## src/rtl/pipelined_cla_pkg.sv

```systemverilog
// Shared definitions for the pipelined carry-lookahead ALU: op encodings and group width.
package pipelined_cla_pkg;

  typedef enum logic [1:0] {
    OP_ADD = 2'b00,
    OP_SUB = 2'b01,
    OP_AND = 2'b10,
    OP_OR  = 2'b11
  } op_t;

  localparam int unsigned GRP_W = 8;

endpackage

```

## src/rtl/cla_segment.sv

```systemverilog
// Combinational SEG-bit adder: 8-bit groups with generate/propagate lookahead between groups.
module cla_segment
  import pipelined_cla_pkg::*;
#(
  parameter int unsigned SEG = 16
) (
  input  logic [SEG-1:0] a,
  input  logic [SEG-1:0] b,
  input  logic           cin,
  output logic [SEG-1:0] sum,
  output logic           cout,
  output logic           cmsb
);

  localparam int unsigned NGRP = SEG / GRP_W;

  logic [SEG-1:0]  g;
  logic [SEG-1:0]  p;
  logic [SEG-1:0]  c;
  logic [NGRP-1:0] gg;
  logic [NGRP-1:0] gp;
  logic [NGRP:0]   gc;
  logic            term;

  assign g = a & b;
  assign p = a ^ b;

  // group generate/propagate from the eight bits of each group
  always_comb begin
    gg = '0;
    gp = '1;
    for (int j = 0; j < int'(NGRP); j++) begin
      for (int i = 0; i < int'(GRP_W); i++) begin
        gg[j] = g[j*GRP_W+i] | (p[j*GRP_W+i] & gg[j]);
        gp[j] = gp[j] & p[j*GRP_W+i];
      end
    end
  end

  // group carries in flattened sum-of-products form, no ripple between groups
  always_comb begin
    gc    = '0;
    gc[0] = cin;
    term  = 1'b0;
    for (int j = 0; j < int'(NGRP); j++) begin
      term = cin;
      for (int m = 0; m <= j; m++) begin
        term = term & gp[m];
      end
      gc[j+1] = term;
      for (int m = 0; m <= j; m++) begin
        term = gg[m];
        for (int n = m + 1; n <= j; n++) begin
          term = term & gp[n];
        end
        gc[j+1] = gc[j+1] | term;
      end
    end
  end

  // bit carries inside each group start from that group's lookahead carry
  always_comb begin
    c = '0;
    for (int j = 0; j < int'(NGRP); j++) begin
      c[j*GRP_W] = gc[j];
      for (int i = 0; i < int'(GRP_W) - 1; i++) begin
        c[j*GRP_W+i+1] = g[j*GRP_W+i] | (p[j*GRP_W+i] & c[j*GRP_W+i]);
      end
    end
  end

  assign sum  = p ^ c;
  assign cout = gc[NGRP];
  assign cmsb = c[SEG-1];

endmodule

```

## src/rtl/pipelined_cla.sv

```systemverilog
// Pipelined ADD/SUB/AND/OR unit, one SEG-bit segment per stage, valid/ready handshake.
// Optional macro PIPELINED_CLA_FLAGS_EN enables the ovf and zero flags.
module pipelined_cla
  import pipelined_cla_pkg::*;
#(
  parameter int unsigned WIDTH = 64,
  parameter int unsigned SEG   = 16
) (
  input  logic             clock,
  input  logic             reset,
  input  logic             in_valid,
  output logic             in_ready,
  input  logic [WIDTH-1:0] a,
  input  logic [WIDTH-1:0] b,
  input  logic [1:0]       op,
  input  logic             cin,
  output logic             out_valid,
  input  logic             out_ready,
  output logic [WIDTH-1:0] result,
  output logic             cout,
  output logic             ovf,
  output logic             zero
);

  localparam int unsigned NSTG = WIDTH / SEG;

  logic             en;
  op_t              op_dec;
  logic [WIDTH-1:0] b_eff;
  logic             cin_eff;

  assign en       = !out_valid || out_ready;
  assign in_ready = en;
  assign op_dec   = op_t'(op);

  // subtraction is a + ~b + 1; logic ops see the raw operands and no carry
  assign b_eff   = (op_dec == OP_SUB) ? ~b : b;
  assign cin_eff = (op_dec == OP_SUB) || ((op_dec == OP_ADD) && cin);

  for (genvar k = 0; k < NSTG; k++) begin : stg
    localparam int unsigned LO = k * SEG;
    localparam int unsigned IW = WIDTH - LO;

    logic [IW-1:0]     a_in;
    logic [IW-1:0]     b_in;
    logic              c_in;
    logic              v_in;
    op_t               o_in;
    logic [LO+SEG-1:0] res_in;
    logic [SEG-1:0]    seg_sum;
    logic [SEG-1:0]    seg_res;
    logic              seg_cout;
    logic              seg_cmsb;

    if (k == 0) begin : src
      assign a_in   = a;
      assign b_in   = b_eff;
      assign c_in   = cin_eff;
      assign v_in   = in_valid;
      assign o_in   = op_dec;
      assign res_in = seg_res;
    end else begin : src
      assign a_in   = stg[k-1].rem.a_q;
      assign b_in   = stg[k-1].rem.b_q;
      assign c_in   = stg[k-1].rem.carry_q;
      assign v_in   = stg[k-1].rem.valid_q;
      assign o_in   = stg[k-1].rem.op_q;
      assign res_in = {seg_res, stg[k-1].rem.res_q};
    end

    cla_segment #(.SEG(SEG)) u_seg (
      .a    (a_in[SEG-1:0]),
      .b    (b_in[SEG-1:0]),
      .cin  (c_in),
      .sum  (seg_sum),
      .cout (seg_cout),
      .cmsb (seg_cmsb)
    );

    always_comb begin
      case (o_in)
        OP_AND:  seg_res = a_in[SEG-1:0] & b_in[SEG-1:0];
        OP_OR:   seg_res = a_in[SEG-1:0] | b_in[SEG-1:0];
        default: seg_res = seg_sum;
      endcase
    end

    if (k < NSTG - 1) begin : rem
      // upper operand bits ride along skewed; finished result bits accumulate low
      logic [IW-SEG-1:0] a_q;
      logic [IW-SEG-1:0] b_q;
      logic [LO+SEG-1:0] res_q;
      logic              carry_q;
      logic              valid_q;
      op_t               op_q;
      logic              unused_cmsb;

      assign unused_cmsb = seg_cmsb;

      always_ff @(posedge clock) begin
        if (reset) begin
          valid_q <= 1'b0;
        end else if (en) begin
          valid_q <= v_in;
        end
      end

      always_ff @(posedge clock) begin
        if (en) begin
          a_q     <= a_in[IW-1:SEG];
          b_q     <= b_in[IW-1:SEG];
          res_q   <= res_in;
          carry_q <= seg_cout;
          op_q    <= o_in;
        end
      end
    end else begin : tail
      logic arith;

      assign arith = (o_in == OP_ADD) || (o_in == OP_SUB);

      always_ff @(posedge clock) begin
        if (reset) begin
          out_valid <= 1'b0;
          result    <= '0;
          cout      <= 1'b0;
        end else if (en) begin
          out_valid <= v_in;
          result    <= res_in;
          cout      <= arith & seg_cout;
        end
      end

`ifdef PIPELINED_CLA_FLAGS_EN
      always_ff @(posedge clock) begin
        if (reset) begin
          ovf  <= 1'b0;
          zero <= 1'b0;
        end else if (en) begin
          ovf  <= arith & (seg_cmsb ^ seg_cout);
          zero <= ~|res_in;
        end
      end
`else
      logic unused_cmsb;

      assign unused_cmsb = seg_cmsb;
      assign ovf         = 1'b0;
      assign zero        = 1'b0;
`endif
    end
  end

endmodule
```

## config.mk

```make
export PLATFORM = sky130hd
export DESIGN_NAME = pipelined_cla
export DESIGN_NICKNAME = d
export VERILOG_FILES = /design/src/rtl/pipelined_cla_pkg.sv /design/src/rtl/cla_segment.sv /design/src/rtl/pipelined_cla.sv
export SDC_FILE = /design/constraint.sdc
export NUM_CORES = 1
export LEC_CHECK = 0
export CORE_ASPECT_RATIO = 1.1
export CORE_MARGIN = 10
export CORE_UTILIZATION = 55
export CTS_CLUSTER_SIZE = 40
export DETAILED_ROUTE_END_ITERATION = 6
export GPL_ROUTABILITY_DRIVEN = 0
export PLACE_DENSITY_LB_ADDON = 0.12
export SLEW_MARGIN = 20
export SYNTH_ARGS = -nofsm -noshare
export SYNTH_HDL_FRONTEND = slang
export SYNTH_SLANG_ARGS = --single-unit
```

## constraint.sdc

```tcl
create_clock -name clock -period 9.2 [get_ports clock]
set_input_delay 1.38 -clock clock [delete_from_list [all_inputs] [get_ports clock]]
set_output_delay 1.38 -clock clock [all_outputs]
set_load 0.01 [all_outputs]
```

After elaboration in Yosys (flattened, before gate mapping)

Cells that the tools add are included.

Register bits: 366
Bits of input ports: 135
Output and inout port bits: 69
Logic and storage cells: 365

Equal/unequal tests: 10
Muxes and demuxes: 5
Bitwise logic cells: 322
Reduce and logical (&&, ||, !) cells: 7

Operators with widths:

| cell                                                 | number |
|---|---|
| AND 1 bit                                            | 181 |
| one-hot mux 16 bit (2 select lines)                  | 4 |
| XOR 16 bit                                           | 8 |
| OR 1 bit                                             | 124 |
| AND 16 bit                                           | 4 |
| two-way mux 64 bit                                   | 1 |
| inverter 64 bit                                      | 1 |
| OR 16 bit                                            | 4 |
| equality test 2 bit (second input constant)          | 8 |
| equality test 2 x 1 -> 1 bit (second input constant) | 2 |
| logical NOT 2 bit                                    | 2 |
| logical OR 1 bit                                     | 3 |
| logical AND 1 bit                                    | 1 |
| logical NOT 1 bit                                    | 1 |

Depth between registers and ports, before layout

Depth in word-level cells: 34
Mapped depth: 20

By module

From an unflattened synthesis, not the netlist that was laid out.

Cells, all modules: 1110
Area total of the unflattened synthesis: 16380.7 um^2

Modules (own cells, without submodules):

| module                         | instances | cells each | area each (um^2) | sequential area each (um^2) |
|---|---|---|---|---|
| pipelined_cla                  | 1         | 833        | 13569.3          | 10299.9 |
| cla_segment (stg[1].u_seg ...) | 2         | 73         | 726.9            | 0.0 |
| cla_segment (stg[3].u_seg)     | 1         | 67         | 684.4            | 0.0 |
| cla_segment (stg[0].u_seg)     | 1         | 64         | 673.1            | 0.0 |

Worst setup path before layout

Ideal clock, no wire load.

Path type: input -> output
Start point: input port out_ready
End point: output port in_ready
Data arrival time: 5.409 ns
Data required time: 7.820 ns
Setup slack: 2.411 ns
Cell stages on the path: 5
Path buffers: 3
Cells stage by stage: nor2b_1 > buf_2 > inv_2 > buf_2 > buf_2

Word-level cells in the longest chain between the ends: 1

Ends and longest elaborated chain:

| what             | RTL line            | source |
|---|---|---|
| from (decl)      | pipelined_cla.sv:18 | `input logic out_ready,` |
| logical OR 1 bit | pipelined_cla.sv:32 | `assign en = !out_valid \|\| out_ready;` |
| to (decl)        | pipelined_cla.sv:12 | `output logic in_ready,` |

Every way passes these cells.

Worst setup path in the final report

Start point: input port op[1]
End point: register stg[0].rem.res_q[15] (data pin)

Word-level cells in the longest chain between the ends: 34
Elaborated cells between the ends (all ways): 49
Those cells by class: eq/ne (3); mux (2); bitwise (41); reduce/logical (3)

Ends and longest elaborated chain:

| what                                     | RTL line                                                  | source |
|---|---|---|
| from (decl)                              | pipelined_cla.sv:15                                       | `input logic [1:0] op,` |
| equality test 2 x 1 -> 1 bit             | pipelined_cla.sv:37, pipelined_cla.sv:38                  |  |
| two-way mux 64 bit                       | pipelined_cla.sv:37                                       | `assign b_eff = (op_dec == OP_SUB) ? ~b : b;` |
| XOR 16 bit or AND 16 bit (tied branches) | cla_segment.sv:26, cla_segment.sv:25, pipelined_cla.sv:82 |  |
| AND 1 bit                                | cla_segment.sv:34                                         | `gg[j] = g[j*GRP_W+i] \| (p[j*GRP_W+i] & gg[j]);` |
| OR 1 bit                                 | cla_segment.sv:34                                         |  |
| AND 1 bit                                | cla_segment.sv:34                                         |  |
| OR 1 bit                                 | cla_segment.sv:34                                         |  |
| AND 1 bit                                | cla_segment.sv:34                                         |  |
| [19 not listed]                          | --                                                        |  |
| OR 1 bit                                 | cla_segment.sv:67                                         | `c[j*GRP_W+i+1] = g[j*GRP_W+i] \| (p[j*GRP_W+i] & c[j*GRP_W+i]);` |
| AND 1 bit                                | cla_segment.sv:67                                         |  |
| OR 1 bit                                 | cla_segment.sv:67                                         |  |
| AND 1 bit                                | cla_segment.sv:67                                         |  |
| OR 1 bit                                 | cla_segment.sv:67                                         |  |
| XOR 16 bit                               | cla_segment.sv:72                                         | `assign sum = p ^ c;` |
| one-hot mux 16 bit (2 select lines) *    | pipelined_cla.sv:81                                       | `case (o_in)` |
| net stg[0].res_in[15]                    | pipelined_cla.sv:49                                       | `logic [LO+SEG-1:0] res_in;` |
| to (signal assigned)                     | pipelined_cla.sv:112                                      | `res_q <= res_in;` |
| to (decl)                                | pipelined_cla.sv:92                                       | `logic [LO+SEG-1:0] res_q;` |

Mark *: on every way through the listed nets, which the timed path passes. The rest lies on a longest branch.
A chain may end at the register's enable or synchronous reset.

==> metrics.md <==
| Metric | Value |
|---|---|
| Root Buffer Master | clkbuf_16 |
| Register area share after synthesis | 0.6047 |
| Grt ovf | 0 |
| Final hold violations | 0 |
| CP cell instances | clkdlybuf4s50_1 > buf_4 > nand2b_4 > xnor2_1 > inv_1 > ha_1 > o2111a_1 > o21a_1 > a311o_1 > a21oi_2 > fa_1 > fa_1 > fa_1 > fa_1 > fa_1 > fa_1 > fa_1 > xor2_1 > o21ai_0 |
| FP Rows | 67 |
| Clock sinks | between 300 and 400 |
| Overall Global Routing Usage | 0.1625 |
| Pint | ~0.0033 W |
| NetSw | between 0.001 and 0.0015 W |
| Status | completed |
| DRC | 0 |
| Relative slew slack | 0.2833 |
| Fmax | ~150 MHz |
| Post-CTS Setup Inserts | 0 |
| Hold_sp | stg[0].rem.b_q[47] |
| Hold Crit Class | flop to flop |
| FFs w/ async S/R, synth | 0 |
| Crit Path Class | input pin to flop |
| Reg2reg setup slack | 4030 ps |
| Die width | 187.8 microns |
| Detailed placement HPWL | between 20000 and 25000 microns |
| Worst R2R Start | stg[1].rem.a_q[0] |
| Min Tclk post-route | roughly 6600 ps |
| Dpl cell area | a little under 20000 sq um |
| Final Setup Violations | 0 |
| Post-synth EDFFs | 297 |
| Worst Hold End | stg[1].rem.b_q[31] |
| Pins Over Slew Limit | 0 |
| Tot Pwr | between 0.004 and 0.005 W |
| Initial antenna violation count | 1 |
| RSZ-0062 raised after global routing | false |
| Setup TNS | 0 ps |
| Inserted Clock Buffers | 39 |
| Vias after detailed routing | just under 10000 |
| Yosys reg bits | roughly 370 |
| Most area-consuming cells after synthesis | edfxtp_1 (52%), ha_1 (9.4%), dfxtp_1 (8.1%) |
| Crit path capture type | flop |
| Crit path from | op[1] |
| Drt via density | a little over 5 |
| WP buf/inv | 3 |
| Post-synth top flop | edfxtp_1 |
| # hold bufs at CTS | 0 |
| Drt first pass iters | 6 |
| Clock share of power | 0.355 |
| Clk_lat worst skew | slightly above 500 ps |
| Iteration-0 DRC count of the detailed router | 521 |
| Total I/O pin count | slightly above 200 |
| Depth of the worst hold-timing path | 0 |
| Cell variety after synth | 46 |
| Largest net degree at the start of global routing | 86 |
| Clock transition at the registers of the reported paths | 60 ps |
| Routed WL | about 31000 microns |
| CTS Buffer Depth | 3 |
| Mapped cell area | 17030 sq um |
| Die area | 38420 sq um |
| Layout Nets | 1815 |
| Post-synthesis cell count | roughly 1300 |
| Post-DRT Antenna Nets | 0 |
| Global-route wire length before repair | between 50000 and 60000 microns |
| Tcrit/Tclk final | 0.7125 |
| Worst R2R End | stg[2].rem.res_q[47] |
| Core Area | between 30000 and 40000 sq um |
| Total of max-cap violations | 0 |
| Initial Util | 0.5582 |
| Critical path's slowest cell | clkdlybuf4s50_1 |
| Sw Share | 0.2328 |
| H-tree depth | 2 |
| Vias in the first global route | just over 10000 |
| Routed len/inst | approximately 16 microns |
| Critical-path maximum fanout | 32 |
| Required time worst endpoint | approximately 9400 ps |
| Layout cells sized above 1 | 0.06094 |
| Layout overhead on the synthesized area | 21.52% |
| TritonCTS clock tree | done |
| Critical Path Source Type | input pin |
| IO Port Bufs | around 200 |
| Critical Path AT | roughly 7000 ps |
| Share of power burned in registers | 0.501 |
| CTS resizes | 0 |
| Logic pwr share | 0.144 |
| Most used cell, CP | fa_1 |
| Critical path's top delay family | adder cells |
| Placed insts | about 1900 |
| Worst Clk Skew | 15.25 ps |
| Max stage delay on crit path | 450 ps |
| Die H | approximately 200 microns |
| Leak Pwr | between 8 and 9 nW |
| VDD IR-drop max | 0.0001369 V |
| Pwr Density | between 200 and 250 nW/um^2 |
| R2R cell count | 16 |
| Least-Margin Pin Slew | 1075 ps |
| Synth top area share | 0.5236 |
| Largest area contributor in the netlist | edfxtp_1 |
| Synth warn | 0 |
| Post-route cell area | between 20000 and 25000 sq um |
| Mean Syn Cell Area | 13.13 sq um |
| Layout Cells excl Fill | a little under 2000 |
metrics by stage:
stage               setup WS [ps]    util  hold WS, ps
CTS                          2636  0.6778        400.3
floorplan                    2411       -        400.3
finish                       2645  0.6784        402.5
global route                 2339  0.6783        411.3
detailed placement           2093  0.6361        404.5
global placement             2146  0.6361        400.6
cell type report:
| class | instances | area [sq um] |
|---|---|---|
| timing repair buffer | 211 | 2090 |
| antenna | 1 | 2.502 |
| fill | 2221 | 9814 |
| tap | 414 | 518.0 |
| clock inverter | 17 | 156.4 |
| inverter | 148 | 563.0 |
| multi-input combinational | 730 | 5956 |
| sequential | 366 | 10300 |
| clock buffer | 54 | 1115 |
routing by layer:
metal,up-vias,track usage,share of wire
met5,-,0,0
met4,0,0.05203,0.022
met3,56,0.03639,0.055
met2,217,0.2817,0.50
met1,4728,0.1987,0.42
li1,4848,-,-
sequential cells by signal (all words and copies together), names as in the netlist:
signal and cells:
stg.rem.a_q 96, stg.rem.b_q 96, stg.rem.res_q 96, result 64, stg.rem.op_q 6, stg.rem.carry_q 3, stg.rem.valid_q 3, cout 1
out_valid 1
cell usage after synthesis (2+ instances only):
cell and number:
a21o_1 5, buf_2 19, xnor2_1 66, clkbuf_1 27, a31oi_1 2, a211oi_1 15, nor2b_1 2, dfxtp_1 69
a211o_1 3, nor2_1 66, nand2_1 135, edfxtp_1 297, buf_4 4, nand4_1 4, o211ai_1 23, mux2i_1 25
ha_1 128, fa_1 56, mux2_2 20, o21a_1 5, nand2b_1 3, a2111oi_1 2, buf_1 4, a21oi_1 108
o31ai_1 2, nor3_1 2, a2111oi_0 3, o21ai_0 32, nand3_1 2, inv_1 147, xor2_1 6
placed cells by master (no fill, tap or decap), types with 3 or more instances in the layout:
cell type        instances
clkdlybuf4s50_1        200
mux2_2                  20
a211oi_1                15
clkbuf_1                 9
nor2_1                  66
a211o_1                  3
dfxtp_1                 69
a21o_1                   5
inv_1                  147
mux2i_1                 25
ha_1                   128
edfxtp_1               297
o21a_1                   5
o211ai_1                23
clkinv_1                 7
nand4_1                  4
xor2_1                   6
clkbuf_8                 4
a21oi_1                108
o21ai_0                 32
clkinv_2                 5
bufinv_16                3
nand2_1                135
a2111oi_0                3
xnor2_1                 66
fa_1                    56
buf_4                    9
clkbuf_16               41
kinds of logic after synthesis:
group / share of synthesized area
compound gates: 0.07404
xor+xnor: 0.03702
fa+ha+maj: 0.1598
buf+inv: 0.04679
flops: 0.6047
mux: 0.02791
other cells: 0.0002202
simple gates: 0.04951
power by group through the flow:
stage | Clock, W | Combinational, W | Sequential [W]
6_report | 0.00153 | 0.000620 | 0.00216
5_1_grt | 0.00164 | 0.000706 | 0.00218
4_1_cts | 0.00157 | 0.000628 | 0.00216
3_5_place_dp | 0 | 0.000621 | 0.00219
3_3_place_gp | 0 | 0.000599 | 0.00218
2_1_floorplan | 0 | 0.000360 | 0.00218
worst max path at each step:
stage	end	slack (ps)	cells past startpoint
floorplan	in_ready	2410	5
global placement	stg[0].rem.res_q[15]	2150	15
detailed placement	stg[0].rem.res_q[15]	2090	15
CTS	stg[0].rem.res_q[15]	2640	19
global route	stg[0].rem.res_q[15]	2340	19
finish	stg[0].rem.res_q[15]	2640	19
No activity file was read; power rests on OpenSTA's default activity.
